<file path="config.mk">
export PLATFORM = sky130hd
export DESIGN_NAME = shift_pipe_flat
export DESIGN_NICKNAME = d
export VERILOG_FILES = /design/src/rtl/shift_pipe_if.sv /design/src/rtl/shift_pipe.sv /design/src/flat_wrapper.sv
export SDC_FILE = /design/constraint.sdc
export NUM_CORES = 1
export LEC_CHECK = 0
export CAP_MARGIN = 20
export CORE_MARGIN = 8
export CORE_UTILIZATION = 54
export CTS_BUF_LIST = sky130_fd_sc_hd__clkbuf_4
export DETAILED_ROUTE_END_ITERATION = 7
export PLACE_DENSITY = 0.75
export SLEW_MARGIN = 10
export SYNTH_ARGS = -nofsm -noshare
export SYNTH_HDL_FRONTEND = slang
export SYNTH_SLANG_ARGS = --single-unit
</file>
<file path="constraint.sdc">
create_clock -name clk -period 4.13 [get_ports clk]
set_clock_uncertainty 0.2 [all_clocks]
set_input_delay 0.826 -clock clk [delete_from_list [all_inputs] [get_ports clk]]
set_output_delay 0.826 -clock clk [all_outputs]
set_load 0.05 [all_outputs]
</file>
<file path="src/rtl/shift_pipe_if.sv">
// shift_pipe_if: request/result bundle for shift_pipe (flush, in_* request side, out_* result side).
// Latency: none, this is wiring only.
// Backpressure: valid/ready on both sides; in_ready and out_valid are driven by the shifter.
// Signals: flush, in_valid/in_ready/in_data/in_amt/in_op/in_tag, out_valid/out_ready/out_data/out_tag/out_zero.
// Modports: master = producer of operations / consumer of results, slave = the shifter.
interface shift_pipe_if #(
    parameter int WIDTH = 32,
    parameter int TAG_W = 4
);
    localparam int L = $clog2(WIDTH);

    logic             flush;
    logic             in_valid;
    logic             in_ready;
    logic [WIDTH-1:0] in_data;
    logic [L-1:0]     in_amt;
    logic [1:0]       in_op;
    logic [TAG_W-1:0] in_tag;
    logic             out_valid;
    logic             out_ready;
    logic [WIDTH-1:0] out_data;
    logic [TAG_W-1:0] out_tag;
    logic             out_zero;

    modport master (
        output flush, in_valid, in_data, in_amt, in_op, in_tag, out_ready,
        input  in_ready, out_valid, out_data, out_tag, out_zero
    );

    modport slave (
        input  flush, in_valid, in_data, in_amt, in_op, in_tag, out_ready,
        output in_ready, out_valid, out_data, out_tag, out_zero
    );
endinterface

</file>
<file path="src/rtl/shift_pipe.sv">
// shift_pipe: pipelined barrel shifter (SLL/SRL/SRA/ROR), one registered 2^n stage per amount bit.
// Latency: log2(WIDTH) registers; an op offered and taken in cycle c shows out_valid in cycle c+log2(WIDTH).
// Backpressure: global stall, every stage holds while out_valid && !out_ready; in_ready drops with it.
// Ports: clk (rising edge), rst_n (async, active-low), bus (shift_pipe_if.slave):
//   flush drops everything in flight; in_* offers an operation; out_* presents the result,
//   out_zero flags an all-zero result.
module shift_pipe #(
    parameter int WIDTH = 32,
    parameter int TAG_W = 4
) (
    input  logic        clk,
    input  logic        rst_n,
    shift_pipe_if.slave bus
);
    localparam int L = $clog2(WIDTH);

    localparam logic [1:0] OP_SLL = 2'b00;
    localparam logic [1:0] OP_SRL = 2'b01;
    localparam logic [1:0] OP_SRA = 2'b10;

    logic advance;

    // Bubbles are kept: the whole pipe moves or the whole pipe holds.
    assign advance      = !bus.out_valid || bus.out_ready;
    assign bus.in_ready = advance && !bus.flush;

    for (genvar k = 0; k < L; k++) begin : g_stage
        localparam int SH = 1 << (L - 1 - k);  // shift distance of this stage
        localparam int RW = L - 1 - k;         // amount bits still pending after this stage

        logic             src_vld;
        logic [WIDTH-1:0] src_dat;
        logic [1:0]       src_op;
        logic [RW:0]      src_amt;  // MSB is this stage's amount bit
        logic [TAG_W-1:0] src_tag;

        logic [WIDTH-1:0] dat_d;

        logic             vld_q;
        logic [WIDTH-1:0] dat_q;
        logic [TAG_W-1:0] tag_q;

        if (k == 0) begin : g_src
            assign src_vld = bus.in_valid && bus.in_ready;
            assign src_dat = bus.in_data;
            assign src_op  = bus.in_op;
            assign src_amt = bus.in_amt;
            assign src_tag = bus.in_tag;
        end else begin : g_src
            assign src_vld = g_stage[k-1].vld_q;
            assign src_dat = g_stage[k-1].dat_q;
            assign src_op  = g_stage[k-1].g_fwd.op_q;
            assign src_amt = g_stage[k-1].g_fwd.amt_q;
            assign src_tag = g_stage[k-1].tag_q;
        end

        // SRA fills from the current MSB; every earlier stage already kept the
        // sign there, so the cascade equals one sign-filled shift of the operand.
        always_comb begin
            dat_d = src_dat;
            if (src_amt[RW]) begin
                case (src_op)
                    OP_SLL:  dat_d = {src_dat[WIDTH-SH-1:0], {SH{1'b0}}};
                    OP_SRL:  dat_d = {{SH{1'b0}}, src_dat[WIDTH-1:SH]};
                    OP_SRA:  dat_d = {{SH{src_dat[WIDTH-1]}}, src_dat[WIDTH-1:SH]};
                    default: dat_d = {src_dat[SH-1:0], src_dat[WIDTH-1:SH]};
                endcase
            end
        end

        always_ff @(posedge clk or negedge rst_n) begin
            if (!rst_n) begin
                vld_q <= 1'b0;
                dat_q <= '0;
                tag_q <= '0;
            end else begin
                if (bus.flush) begin
                    vld_q <= 1'b0;
                end else if (advance) begin
                    vld_q <= src_vld;
                end
                // Payload follows the pipe even for bubbles; only vld_q qualifies it.
                if (advance) begin
                    dat_q <= dat_d;
                    tag_q <= src_tag;
                end
            end
        end

        // The last stage needs neither the op nor any amount bits downstream.
        if (k < L - 1) begin : g_fwd
            logic [1:0]    op_q;
            logic [RW-1:0] amt_q;

            always_ff @(posedge clk or negedge rst_n) begin
                if (!rst_n) begin
                    op_q  <= '0;
                    amt_q <= '0;
                end else if (advance) begin
                    op_q  <= src_op;
                    amt_q <= src_amt[RW-1:0];
                end
            end
        end
    end

    assign bus.out_valid = g_stage[L-1].vld_q;
    assign bus.out_data  = g_stage[L-1].dat_q;
    assign bus.out_tag   = g_stage[L-1].tag_q;
    assign bus.out_zero  = (g_stage[L-1].dat_q == '0);
endmodule

</file>
<file path="src/flat_wrapper.sv">
// flat-port wrapper written by rule: the top's interface ports become plain ports
module shift_pipe_flat 
#(
    parameter int WIDTH = 32,
    parameter int TAG_W = 4
)
  (clk, rst_n, bus_flush, bus_in_valid, bus_in_data, bus_in_amt, bus_in_op, bus_in_tag, bus_out_ready, bus_in_ready, bus_out_valid, bus_out_data, bus_out_tag, bus_out_zero);
  shift_pipe_if #(.WIDTH(WIDTH), .TAG_W(TAG_W)) bus_i ();
  input  logic clk;
  input  logic rst_n;
  input wire logic [$bits(bus_i.flush)-1:0] bus_flush;
  input wire logic [$bits(bus_i.in_valid)-1:0] bus_in_valid;
  input wire logic [$bits(bus_i.in_data)-1:0] bus_in_data;
  input wire logic [$bits(bus_i.in_amt)-1:0] bus_in_amt;
  input wire logic [$bits(bus_i.in_op)-1:0] bus_in_op;
  input wire logic [$bits(bus_i.in_tag)-1:0] bus_in_tag;
  input wire logic [$bits(bus_i.out_ready)-1:0] bus_out_ready;
  output wire logic [$bits(bus_i.in_ready)-1:0] bus_in_ready;
  output wire logic [$bits(bus_i.out_valid)-1:0] bus_out_valid;
  output wire logic [$bits(bus_i.out_data)-1:0] bus_out_data;
  output wire logic [$bits(bus_i.out_tag)-1:0] bus_out_tag;
  output wire logic [$bits(bus_i.out_zero)-1:0] bus_out_zero;
  assign bus_i.flush = bus_flush;
  assign bus_i.in_valid = bus_in_valid;
  assign bus_i.in_data = bus_in_data;
  assign bus_i.in_amt = bus_in_amt;
  assign bus_i.in_op = bus_in_op;
  assign bus_i.in_tag = bus_in_tag;
  assign bus_i.out_ready = bus_out_ready;
  assign bus_in_ready = bus_i.in_ready;
  assign bus_out_valid = bus_i.out_valid;
  assign bus_out_data = bus_i.out_data;
  assign bus_out_tag = bus_i.out_tag;
  assign bus_out_zero = bus_i.out_zero;
  shift_pipe #(.WIDTH(WIDTH), .TAG_W(TAG_W)) u_core (.clk(clk), .rst_n(rst_n), .bus(bus_i));
endmodule
</file>
; ---- Word level (Yosys, flattened, before mapping)
; Cells that the tools add are included.
[totals]
regBits = 203
input_bits = 48
out_inout_bits = 39
[op_classes]
n_eq_ne = 10
muxes = 20
reduce_logical = 12
[op_table]
columns = operator, count
row1 = 32-bit one-hot mux with 3 select lines, 5
row2 = 32-bit 2-to-1 mux, 5
row3 = 32-bit zero test, 1
row4 = 2-bit by 1-bit == test with 1-bit output (second input constant), 5
row5 = 2-bit == test (second input constant), 5
row6 = 2-bit zero test, 5
row7 = 1-bit 2-to-1 mux, 10
row8 = 1-bit logical AND, 2
row9 = 1-bit zero test, 2
row10 = 2-bit nonzero test, 1
row11 = 1-bit logical OR, 1

; ---- Depth between registers and ports, before layout
[logic_depth]
depth_word = 6
ltp_mapped = 7
ltp_nobuf = 4

; ---- Worst setup path after synthesis
; No wires, ideal clock.
[synth_timing]
path_kind = in2out
from = input bus_out_ready
to = output bus_in_ready
t_arrival_ns = 2.012
t_required_ns = 3.104
slack_ns = 1.092
stages = 4
n_path_buf = 2
cell_sequence = and2b_1 -> buf_2 -> clkbuf_1 -> nor2_1
[synth_via]
elab_chain_cells = 2
[synth_lines]
columns = element, line
row1 = from (decl), flat_wrapper.sv:17  ; input wire logic [$bits(bus_i.out_ready)-1:0] bus_out_ready;
row2 = 1-bit logical OR, shift_pipe.sv:24  ; assign advance = !bus.out_valid || bus.out_ready;
row3 = 1-bit logical AND, shift_pipe.sv:25  ; assign bus.in_ready = advance && !bus.flush;
row4 = to (decl), flat_wrapper.sv:18  ; output wire logic [$bits(bus_i.in_ready)-1:0] bus_in_ready;
; No other way between the ends.

; ---- Final worst setup path
[layout_timing]
from = register u_core.g_stage[4].dat_q[1] (netlist: u_core.bus.out_data[1])
to = output bus_out_zero
[layout_via]
elab_chain_cells = 1
[layout_lines]
columns = element, line
row1 = from (decl), shift_pipe.sv:40  ; logic [WIDTH-1:0] dat_q;
row2 = from (signal assigned), shift_pipe.sv:84  ; dat_q <= dat_d;
row3 = 32-bit zero test, shift_pipe.sv:110  ; assign bus.out_zero = (g_stage[L-1].dat_q == '0);
row4 = to (decl), flat_wrapper.sv:22  ; output wire logic [$bits(bus_i.out_zero)-1:0] bus_out_zero;
; No other way between the ends.

==> run summary <==
Portion of total power attributed to sequential cells: 47.6%
Area of combinational cells with multiple inputs: 0.004646 mm^2
Clock buffer depth: 3
Number of synthesized flops with an enable pin: 0
Routability-driven placement congestion ratio: 0.8243
Pint: 3.583 mW
Max cap viols: 0
Relative slew slack: 27.99%
Synth Area in Compound Gates: 27.16%
Largest family of logic cells by synthesized area: compound AO/OA/AOI/OAI gates
Filler-free cell count of the finished design: 1,539
Largest stage delay, worst path: 810 ps
Clock-pin slew reported for the worst setup and hold paths after clock tree synthesis: 60 ps
Wire length per cell: 16.32 um
Switching Fraction: 32.46%
Post-detailed-routing wire length: 25.12 mm
Final period util: 88.19%
Clock network power share: 31.6%
Placed wire-length estimate: 16.40 mm
Clock tree from TritonCTS: built
Final critical path time including I/O delays and setup: 3642 ps
Worst Setup Start Kind: register
Number of vias per cell: 5.840
ANT nets after route: 0
# Post-CTS Setup Buffers: 0
Syn Std Cell Area: 0.01022 mm^2
Worst setup path start: u_core.bus.out_data[1]
Maximum number of pins on one net before global-route repair: 219
Die area: 0.02358 mm^2
Fraction of final layout cells sized beyond drive strength 1: 8.666%
Synthesized-area fraction occupied by adder cells: 0%
Setup TNS after final layout: 0 ps
CTS Buf Count: 53
Post-detailed-route DRC marker count: 0
Unique masters post-synth: 34
Sequential area share after synthesis: 49.71%
Worst reg-to-reg path cell count: 4
Switching power: 1.722 mW
Aggregate global routing overflow: 0
Simple-gate share of the synthesized area: 17.85%
Register area: 0.005080 mm^2
Critical path buffer and inverter count: 1
Largest delay share family, worst path: buffers and inverters
Root buffer selected by CTS: sky130_fd_sc_hd__clkbuf_4
Pwr dens: 452.7 mW/mm^2
Status: finished clean
Area share of xor/xnor cells in the synthesized design: 0.1592%
Placement Rows: 50
Latest clock arrival within the worst-skew pair: 660 ps
Placed instance count: 1,449
Maximum frequency from static timing analysis: 274.6 MHz
Worst reg2reg startpoint: u_core.g_stage[1].g_fwd.amt_q[2]
Nets: 1,318
Number of warnings issued by yosys: 0
Synthesized net count: 1,263
Maximum fanout along the worst path: 3
Post-cts gate resize count: 0
Pins over their slew limit: 0
Final Instance Area: 0.01172 mm^2
RSZ-0062 raised after global routing: no
Average instance area after synthesis: 8.410 um^2
First-pass detailed-route iteration total: 5
Mux share of post-synthesis cell area: 0.2204%
Number of endpoints with negative hold slack in the final report: 0
Die extent in x: 153.6 um
Number of H-tree levels: 2
Post-Syn Instances: 1,215
IO Port Bufs: 86
Via count: 8,988
Iteration-0 DRC count of the detailed router: 927
Count of pins on the block boundary: 87
DIE HEIGHT: 153.6 um
Worst setup EP type: output port
Required time at the worst-slack endpoint: 3100 ps
Number of sinks handled by clock tree synthesis: 203
Endpoint of the lowest-slack register-to-register path: u_core.g_stage[2].dat_q[0]
Effective utilization at floorplan: 54.81%
Combinational share of power: 20.8%
Flip-flop and latch count after synthesis: 203
Fillers: 1,664
Number of antenna violations at the first check in global routing: 1
Worst IR drop on VDD: 0.0002324 V
Leading register cell type out of synthesis: sky130_fd_sc_hd__dfrtp_1
Area of placed instances: 0.01107 mm^2
Number of setup violations in the final report: 0
Worst Tran Pin Value: 1080 ps
Worst path slowest cell: sky130_fd_sc_hd__clkdlybuf4s50_1
Area of the placeable core: 0.01864 mm^2
Wire length of the first global-routing pass: 42.77 mm
Worst setup slack for register-to-register paths: 1920 ps
Start-to-end type of the worst setup path: reg2out
Synthesis-to-finish area growth: 14.68%
Leakage power figure: 5.518 nW
Async set or reset register ratio after synthesis: 100.0%
Number of buffers inserted by hold repair at cts: 0
Number of global-route vias before repair: 8,578
Tot GR Track Use: 21.44%
Data arrival time of the critical path: 2620 ps
Tightest Hold Check Type: in2async
Cells along the critical path: nor4_1 > nand4_1 > nor2_1 > clkdlybuf4s50_1
## per-layer routing
metal,global-route usage (%),routed length (um)
met1,28.57,11150
met2,33.43,11790
met3,4.849,1541
met4,8.679,635
met5,0,0
## placed cells by master (no fill, tap or decap), drive strengths merged, types with 8 or more instances in the layout
| master | instances |
|---|---|
| and2 | 12 |
| a221oi | 16 |
| nor2 | 42 |
| dfrtp | 203 |
| nor2b | 18 |
| o21ai | 172 |
| buf | 18 |
| a21oi | 23 |
| nand2 | 360 |
| clkbuf | 83 |
| a31oi | 125 |
| nor4 | 8 |
| clkdlybuf4s50 | 85 |
| a21o | 113 |
## power groups by stage
stage,Clock [mW],Sequential (mW),Combinational [mW]
after floorplan,0,2.68,0.562
after global placement,0,2.55,1.08
after detailed placement,0,2.56,1.11
after CTS,1.73,2.52,1.11
after global routing,1.84,2.56,1.21
final,1.68,2.53,1.10
## per-stage QoR
| step | utilization (%) | power (mW) | worst slack (ps) | hold slack, ps |
|---|---|---|---|---|
| 2_1_floorplan | - | 3.243 | 1092 | 238.6 |
| 3_3_place_gp | 59.23 | 3.629 | 639.9 | 248.9 |
| 3_5_place_dp | 59.38 | 3.666 | 659.1 | 255.3 |
| 4_1_cts | 62.85 | 5.358 | 443.4 | 77.40 |
| 5_1_grt | 62.86 | 5.614 | 320.5 | 110.6 |
| 6_report | 62.86 | 5.306 | 487.7 | 80.81 |
## Yosys cell counts (12+ instances only)
| cell type | instances | share of area (%) |
|---|---|---|
| sky130_fd_sc_hd__a221oi_1 | 16 | 1.4 |
| sky130_fd_sc_hd__o21ai_0 | 162 | 7.9 |
| sky130_fd_sc_hd__dfrtp_1 | 203 | 50 |
| sky130_fd_sc_hd__and2_1 | 12 | 0.73 |
| sky130_fd_sc_hd__a21o_1 | 113 | 8.3 |
| sky130_fd_sc_hd__nand2_1 | 360 | 13 |
| sky130_fd_sc_hd__a31oi_1 | 125 | 7.7 |
| sky130_fd_sc_hd__nor2_1 | 40 | 1.5 |
| sky130_fd_sc_hd__buf_2 | 46 | 2.3 |
| sky130_fd_sc_hd__nor2b_1 | 18 | 1.1 |
| sky130_fd_sc_hd__a21oi_1 | 23 | 1.1 |
| sky130_fd_sc_hd__clkbuf_1 | 47 | 1.7 |
## final cells by class
class / count / area share [%]
Clock inverter: 7 / 0.2562
Antenna cell: 1 / 0.02135
Sequential cell: 203 / 43.35
Clock buffer: 82 / 5.253
Timing Repair Buffer: 104 / 8.915
Multi-Input combinational cell: 906 / 39.64
Inverter: 2 / 0.06406
Tap cell: 234 / 2.498
## cells by family (layout without fill, tap and decap cells)
| group | count (synthesis) | in the layout |
|---|---|---|
| AND/OR/NAND/NOR | 450 | 450 |
| flip-flops | 203 | 203 |
| XOR/XNOR | 1 | 1 |
| other | 0 | 1 |
| buffers and inverters | 106 | 195 |
| AO/OA/AOI/OAI | 453 | 453 |
| multiplexers | 2 | 2 |
## how the worst max path moves through the flow
stage                              end  slack, ps  cells after the start
after detailed placement  bus_in_ready        660                      4
after global routing      bus_out_zero        320                      4
after CTS                 bus_out_zero        440                      4
after global placement    bus_in_ready        640                      4
after floorplan           bus_in_ready       1090                      4
final                     bus_out_zero        490                      4
## state kept, by name (all words and copies together) (netlist names)
signal	count
u_core.g_stage.tag_q	16
u_core.bus.out_data	32
u_core.g_stage.vld_q	4
u_core.g_stage.g_fwd.amt_q	10
u_core.g_stage.g_fwd.op_q	8
u_core.bus.out_tag	4
u_core.g_stage.dat_q	128
u_core.bus.out_valid	1
Note: power is estimated with default switching activity, not from simulation.
